===== config.mk =====
export PLATFORM = sky130hd
export DESIGN_NAME = issue_ctrl_flat
export DESIGN_NICKNAME = d
export VERILOG_FILES = /design/src/rtl/issue_ctrl_if.sv /design/src/rtl/issue_ctrl.sv /design/src/flat_wrapper.sv
export SDC_FILE = /design/constraint.sdc
export NUM_CORES = 1
export LEC_CHECK = 0
export CELL_PAD_IN_SITES_DETAIL_PLACEMENT = 2
export CELL_PAD_IN_SITES_GLOBAL_PLACEMENT = 2
export CORE_ASPECT_RATIO = 0.7
export CORE_MARGIN = 8
export CORE_UTILIZATION = 30
export DETAILED_ROUTE_END_ITERATION = 7
export GPL_TIMING_DRIVEN = 0
export PLACE_DENSITY = 0.77
export SYNTH_ARGS = -nofsm -noshare
export SYNTH_HDL_FRONTEND = slang
export SYNTH_SLANG_ARGS = --single-unit

===== constraint.sdc =====
create_clock -name clk_i -period 2.95 [get_ports clk_i]
set_input_delay 0.59 -clock clk_i [delete_from_list [all_inputs] [get_ports clk_i]]
set_output_delay 0.59 -clock clk_i [all_outputs]
set_load 0.05 [all_outputs]

===== src/rtl/issue_ctrl_if.sv =====
// Opcode package and the issue/write-back bundle between the
// instruction source, issue_ctrl and the datapath.
package issue_pkg;
  localparam logic [3:0] OP_ADD = 4'd0;
  localparam logic [3:0] OP_SUB = 4'd1;
  localparam logic [3:0] OP_AND = 4'd2;
  localparam logic [3:0] OP_OR  = 4'd3;
  localparam logic [3:0] OP_XOR = 4'd4;
  localparam logic [3:0] OP_LW  = 4'd5;
  localparam logic [3:0] OP_SW  = 4'd6;
  localparam logic [3:0] OP_BEQ = 4'd7;
  localparam logic [3:0] OP_BGT = 4'd8;
  localparam logic [3:0] OP_BGE = 4'd9;
  localparam logic [3:0] OP_MUL = 4'd10;
  localparam logic [3:0] OP_DIV = 4'd11;
endpackage

interface issue_ctrl_if;
  logic [31:0] instr_i;
  logic        instr_valid_i;
  logic        instr_ready_o;
  logic        iss_valid_o;
  logic [3:0]  iss_opcode_o;
  logic [4:0]  iss_ra_o;
  logic [4:0]  iss_rb_o;
  logic [4:0]  iss_rd_o;
  logic [12:0] iss_off_o;
  logic        mdu_start_o;
  logic        mdu_op_o;
  logic        wb_en_o;
  logic        wb_sel_o;
  logic [4:0]  wb_rd_o;
  logic        busy_o;

  modport master (
    output instr_i, instr_valid_i,
    input  instr_ready_o, iss_valid_o, iss_opcode_o,
    input  iss_ra_o, iss_rb_o, iss_rd_o, iss_off_o,
    input  mdu_start_o, mdu_op_o,
    input  wb_en_o, wb_sel_o, wb_rd_o, busy_o
  );

  modport slave (
    input  instr_i, instr_valid_i,
    output instr_ready_o, iss_valid_o, iss_opcode_o,
    output iss_ra_o, iss_rb_o, iss_rd_o, iss_off_o,
    output mdu_start_o, mdu_op_o,
    output wb_en_o, wb_sel_o, wb_rd_o, busy_o
  );
endinterface


===== src/rtl/issue_ctrl.sv =====
// In-order single-issue controller with a background multi-cycle
// MUL/DIV unit sharing the single register-file write port.
module issue_ctrl
  import issue_pkg::*;
#(
  parameter int MUL_LAT = 3,
  parameter int DIV_LAT = 8
) (
  input  logic        clk_i,
  input  logic        rst_i,
  issue_ctrl_if.slave bus
);
  localparam int MAX_LAT =
    (MUL_LAT > DIV_LAT) ? MUL_LAT : DIV_LAT;
  localparam int CW = $clog2(MAX_LAT + 1);

  typedef enum logic [1:0] {
    M_IDLE, M_RUN, M_WB
  } mstate_t;

  mstate_t       state;
  logic [CW-1:0] cnt;
  logic [4:0]    prd;

  logic [3:0] op;
  logic [4:0] ra, rb, rd, wdst;
  logic       is_alu, is_lw, is_mdu;
  logic       busy, hazard, port_clash, ready, acc;

  assign op = bus.instr_i[3:0];
  assign rd = bus.instr_i[8:4];
  assign rb = bus.instr_i[13:9];
  assign ra = bus.instr_i[18:14];

  always_comb begin
    is_alu = 1'b0;
    is_lw  = 1'b0;
    is_mdu = 1'b0;
    unique case (1'b1)
      (op inside {OP_ADD, OP_SUB, OP_AND, OP_OR, OP_XOR}):
        is_alu = 1'b1;
      (op == OP_LW):
        is_lw = 1'b1;
      (op == OP_MUL || op == OP_DIV):
        is_mdu = 1'b1;
      default: ;
    endcase
  end

  assign wdst = is_lw ? rb : rd;
  assign busy = (state == M_RUN);

  // Conservative: any field matching the pending rd stalls.
  assign hazard = busy && (prd != '0) &&
                  (ra == prd || rb == prd || rd == prd);
  assign port_clash = busy && (cnt == '0) &&
                      (is_alu || is_lw);

  assign ready = !rst_i && !(busy && is_mdu) &&
                 !hazard && !port_clash;
  assign acc   = bus.instr_valid_i && ready;

  assign bus.instr_ready_o = ready;
  assign bus.busy_o        = busy;

  always_ff @(posedge clk_i or posedge rst_i) begin
    if (rst_i) begin
      state            <= M_IDLE;
      cnt              <= '0;
      prd              <= '0;
      bus.iss_valid_o  <= 1'b0;
      bus.iss_opcode_o <= '0;
      bus.iss_ra_o     <= '0;
      bus.iss_rb_o     <= '0;
      bus.iss_rd_o     <= '0;
      bus.iss_off_o    <= '0;
      bus.mdu_start_o  <= 1'b0;
      bus.mdu_op_o     <= 1'b0;
      bus.wb_en_o      <= 1'b0;
      bus.wb_sel_o     <= 1'b0;
      bus.wb_rd_o      <= '0;
    end else begin
      bus.iss_valid_o <= acc;
      bus.mdu_start_o <= 1'b0;
      bus.wb_en_o     <= acc && (is_alu || is_lw) &&
                         (wdst != '0);
      bus.wb_sel_o    <= 1'b0;
      bus.wb_rd_o     <= (acc && (is_alu || is_lw)) ?
                         wdst : '0;
      if (acc) begin
        bus.iss_opcode_o <= op;
        bus.iss_ra_o     <= ra;
        bus.iss_rb_o     <= rb;
        bus.iss_rd_o     <= rd;
        bus.iss_off_o    <= bus.instr_i[31:19];
      end
      unique case (state)
        M_IDLE, M_WB: begin
          state <= M_IDLE;
          if (acc && is_mdu) begin
            state           <= M_RUN;
            cnt             <= (op == OP_DIV) ?
                               CW'(DIV_LAT - 1) :
                               CW'(MUL_LAT - 1);
            prd             <= rd;
            bus.mdu_op_o    <= (op == OP_DIV);
            bus.mdu_start_o <= 1'b1;
          end
        end
        M_RUN: begin
          // Writers are stalled here, so the MDU owns the port.
          if (cnt == '0) begin
            state        <= M_WB;
            bus.wb_en_o  <= (prd != '0);
            bus.wb_sel_o <= 1'b1;
            bus.wb_rd_o  <= prd;
          end else begin
            cnt <= cnt - 1'b1;
          end
        end
        default: state <= M_IDLE;
      endcase
    end
  end
endmodule

===== src/flat_wrapper.sv =====
// flat-port wrapper written by rule: the top's interface ports become plain ports
module issue_ctrl_flat import issue_pkg::*;
#(
  parameter int MUL_LAT = 3,
  parameter int DIV_LAT = 8
)
  (clk_i, rst_i, bus_instr_i, bus_instr_valid_i, bus_instr_ready_o, bus_iss_valid_o, bus_iss_opcode_o, bus_iss_ra_o, bus_iss_rb_o, bus_iss_rd_o, bus_iss_off_o, bus_mdu_start_o, bus_mdu_op_o, bus_wb_en_o, bus_wb_sel_o, bus_wb_rd_o, bus_busy_o);
  issue_ctrl_if bus_i ();
  input  logic clk_i;
  input  logic rst_i;
  input wire logic [$bits(bus_i.instr_i)-1:0] bus_instr_i;
  input wire logic [$bits(bus_i.instr_valid_i)-1:0] bus_instr_valid_i;
  output wire logic [$bits(bus_i.instr_ready_o)-1:0] bus_instr_ready_o;
  output wire logic [$bits(bus_i.iss_valid_o)-1:0] bus_iss_valid_o;
  output wire logic [$bits(bus_i.iss_opcode_o)-1:0] bus_iss_opcode_o;
  output wire logic [$bits(bus_i.iss_ra_o)-1:0] bus_iss_ra_o;
  output wire logic [$bits(bus_i.iss_rb_o)-1:0] bus_iss_rb_o;
  output wire logic [$bits(bus_i.iss_rd_o)-1:0] bus_iss_rd_o;
  output wire logic [$bits(bus_i.iss_off_o)-1:0] bus_iss_off_o;
  output wire logic [$bits(bus_i.mdu_start_o)-1:0] bus_mdu_start_o;
  output wire logic [$bits(bus_i.mdu_op_o)-1:0] bus_mdu_op_o;
  output wire logic [$bits(bus_i.wb_en_o)-1:0] bus_wb_en_o;
  output wire logic [$bits(bus_i.wb_sel_o)-1:0] bus_wb_sel_o;
  output wire logic [$bits(bus_i.wb_rd_o)-1:0] bus_wb_rd_o;
  output wire logic [$bits(bus_i.busy_o)-1:0] bus_busy_o;
  assign bus_i.instr_i = bus_instr_i;
  assign bus_i.instr_valid_i = bus_instr_valid_i;
  assign bus_instr_ready_o = bus_i.instr_ready_o;
  assign bus_iss_valid_o = bus_i.iss_valid_o;
  assign bus_iss_opcode_o = bus_i.iss_opcode_o;
  assign bus_iss_ra_o = bus_i.iss_ra_o;
  assign bus_iss_rb_o = bus_i.iss_rb_o;
  assign bus_iss_rd_o = bus_i.iss_rd_o;
  assign bus_iss_off_o = bus_i.iss_off_o;
  assign bus_mdu_start_o = bus_i.mdu_start_o;
  assign bus_mdu_op_o = bus_i.mdu_op_o;
  assign bus_wb_en_o = bus_i.wb_en_o;
  assign bus_wb_sel_o = bus_i.wb_sel_o;
  assign bus_wb_rd_o = bus_i.wb_rd_o;
  assign bus_busy_o = bus_i.busy_o;
  issue_ctrl #(.MUL_LAT(MUL_LAT), .DIV_LAT(DIV_LAT)) u_core (.clk_i(clk_i), .rst_i(rst_i), .bus(bus_i));
endmodule

==> results by group <==
Run status
  • Status: complete, no violations

Clock tree
  • CTS tree: built
  • Worst-path clk slew: 0.07 ns
  • Clk buf depth: 2
  • Clk Latency, worst-skew pair: 0.30 ns
  • Root Driver: clkbuf_16
  • Sink Count: 53
  • Num CTS Buffers: 5
  • H-tree Lvls: 2

Route
  • First DRT Iteration DRCs: 62
  • Via/cell ratio: 4.81
  • Final wirelength: 8160 µm
  • Metal3 WL: 510 µm
  • Met2 wire len: 3900 µm
  • # DRC: 0
  • Met1 wire length: 3610 µm
  • Top sig layer: met4
  • Final ANT Viol Nets: 0
  • Routed wire per std cell: 20.5 µm
  • Routed vias: 1915
  • 1st-pass router iterations: 4

Synth
  • Yosys cell types: 40
  • Synth top area cells: dfrtp_1 (52%), mux2_4 (17%), nand2_1 (3.4%)
  • Mapped Avg Cell Area: 13.0 µm²
  • Synth Flop Type: dfrtp_1
  • Post-Syn Nets: 235
  • Post-synth EDFFs: 0
  • Register area share after synthesis: 0.516
  • Asr flop ratio synth: 1.00
  • Syn. warnings: 0
  • Synth top area share: 0.516
  • Gate Count Post-Synth: 198
  • FF+latch count, synth: 53
  • Cell taking the most area after synthesis: dfrtp_1
  • Synthesized area: 2570 µm²
  • Cell with the most instances after synthesis: dfrtp_1
  • Commonest cells post-synth: dfrtp_1 (53), mux2_4 (29), nand2_1 (23), o21ai_0 (10), xnor2_1 (9)

Floorplanning
  • Standard-cell rows: 28
  • Initial Utilization: 0.307
  • Full die area: 11800 µm²
  • Die width: 127 µm
  • Core region area: 8370 µm²
  • Top-Level Pins: 79
  • Chip Height: 93.4 µm

Worst hold path
  • Hold crit path type: flop to flop

Placement
  • Pre-CTS setup slack: -1.01 ns
  • DP Wirelength: 5900 µm
  • Placer Congestion: 0.770
  • PortBufs: 78

Critical path
  • Critical path required time: 2.36 ns
  • CP Launch Type: input port
  • Critical path class: input port to primary output
  • CP Max Fanout: 5
  • Crit path arrival time: 2.31 ns
  • Critical path endpoint category: primary output

Pwr
  • Reg power frac: 0.308
  • Power Density: 955 nW/µm²
  • Net Sw Power: 1500 µW
  • Final total power: 3530 µW
  • Clock power share: 0.163
  • Internal: 2030 µW
  • Combinational Power Share: 0.530
  • Sw frac: 0.425
  • VDD IR-drop max: 413 µV
  • LEAKAGE: 0.00161 µW

Timing
  • Max Slew Vio Count: 0
  • Hold WS: 0.490 ns
  • Worst-margin pin slew: 0.730 ns
  • Setup ws final: 0.0538 ns
  • # setup viols final: 0
  • Layout Skew: 0.00841 ns
  • Max Fclk: 345 MHz
  • Final period utilization: 0.982
  • Final hold violation count: 0
  • RSZ-0062 raised after global routing: yes
  • Slew HR: 0.508
  • Post-layout min period: 2.90 ns

Global routing
  • Congestion Overflow GR: 0
  • Vias in the first global route: 2255
  • Initial antenna violation count: 0
  • First-pass GRT wire length: 13000 µm
  • Pin count of the biggest net entering global routing: 28
  • Tot GR Track Use: 0.142

Layout
  • Share of cells above drive strength 1: 0.215
  • Area Growth Syn to Fin: 43.9%
  • N_diodes: 0
  • # nets final: 329

Job
  • MaxCap Viol Count: 0
==> placed cells by master, fill, tap and decap left out, drive strengths merged, types with 2 or more instances in the layout <==
| cell | Yosys | layout |
|---|---|---|
| a21oi | 3 | 3 |
| and2b | 2 | 2 |
| buf | 8 | 16 |
| clkbuf | 2 | 10 |
| clkdlybuf4s50 | 0 | 75 |
| clkinvlp | 0 | 3 |
| dfrtp | 53 | 53 |
| dlymetal6s2s | 0 | 2 |
| ha | 2 | 2 |
| inv | 4 | 3 |
| mux2 | 32 | 32 |
| mux2i | 6 | 6 |
| nand2 | 23 | 23 |
| nand2b | 2 | 2 |
| nand3 | 5 | 5 |
| nor2 | 6 | 6 |
| nor3 | 5 | 5 |
| o21ai | 11 | 11 |
| o22ai | 2 | 2 |
| o31ai | 3 | 3 |
| or4 | 3 | 3 |
| xnor2 | 9 | 9 |
| xor2 | 6 | 6 |
==> critical path, stage by stage <==
cell	delay, ns
clkdlybuf4s50_1	0.58
xnor2_1	0.15
nand3_1	0.10
nor3_1	0.27
nor3_2	0.11
o21ai_0	0.18
a21oi_1	0.09
buf_2	0.23
==> what timing repair did <==
item,4_1_cts,5_1_grt
endpoints found under the setup margin,52,41
buffers inserted,1,6
hold buffers,0,0
cloned,2,0
pin swaps,1,0
gates resized for setup,4,5
==> final cells by class <==
cell class / count / area, µm²
Timing Repair inverter: 2 / 12.5
Timing Repair Buffer: 85 / 833
Fill cell: 846 / 4680
Clock buffer: 8 / 136
Inverter: 5 / 22.5
Tap cell: 105 / 131
Buffer: 10 / 110
Sequential cell: 53 / 1330
Multi-Input combinational cell: 130 / 1120
==> per-layer routing <==
layer  up-vias  track usage
li1        868            -
met1       978        0.176
met5         -            0
met3        12       0.0455
met2        57        0.231
met4         0       0.0439
==> kinds of logic after synthesis <==
family / count (synthesis) / synth area share
muxes: 38 / 0.206
xor gates and xnor gates: 15 / 0.0511
and+or+nand+nor: 51 / 0.101
AOI/OAI and AO/OA: 24 / 0.0653
DFF: 53 / 0.516
adders and majority gates: 2 / 0.00974
buffers and inverters: 15 / 0.0502
==> registers in the layout (all words and copies together) (netlist names), 2 cells and up <==
name,cells
u_core.bus.iss_ra_o,5
u_core.bus.wb_rd_o,5
u_core.cnt,4
u_core.bus.iss_opcode_o,4
u_core.prd,5
u_core.bus.iss_rb_o,5
u_core.state,2
u_core.bus.iss_rd_o,5
u_core.bus.iss_off_o,13
==> final timing paths <==
path	start	to	slack (ns)	cells past startpoint
worst max-delay path	bus_instr_i[8]	bus_instr_ready_o	0.05	8
worst min-delay path	u_core.bus.mdu_op_o	u_core.bus.mdu_op_o	0.49	1
worst max register to register	u_core.cnt[0]	u_core.bus.wb_rd_o[1]	0.33	8
worst min register to register	u_core.bus.mdu_op_o	u_core.bus.mdu_op_o	0.49	1
max in group asynchronous	rst_i	u_core.bus.iss_valid_o	1.59	2
min in group asynchronous	rst_i	u_core.state[1]	0.96	3
==> power groups by stage <==
stage               combinational (µW)  sequential [µW]  clock (µW)
finish                            1870             1090         573
CTS                               1880             1090         600
detailed placement                1860             1090           0
global route                      1970             1120         626
global placement                  1830             1080           0
floorplan                          675             1670           0
==> per-stage QoR <==
step	area, µm²	instances	setup TNS (ns)	utilization
3_3_place_gp	3480	381	-42.59	0.416
6_report	3700	398	0	0.441
4_1_cts	3640	392	-0.158	0.435
2_1_floorplan	2570	198	0	-
5_1_grt	3700	398	-0.142	0.441
3_5_place_dp	3480	381	-44.87	0.416
Note: power is estimated with default switching activity, not from simulation.
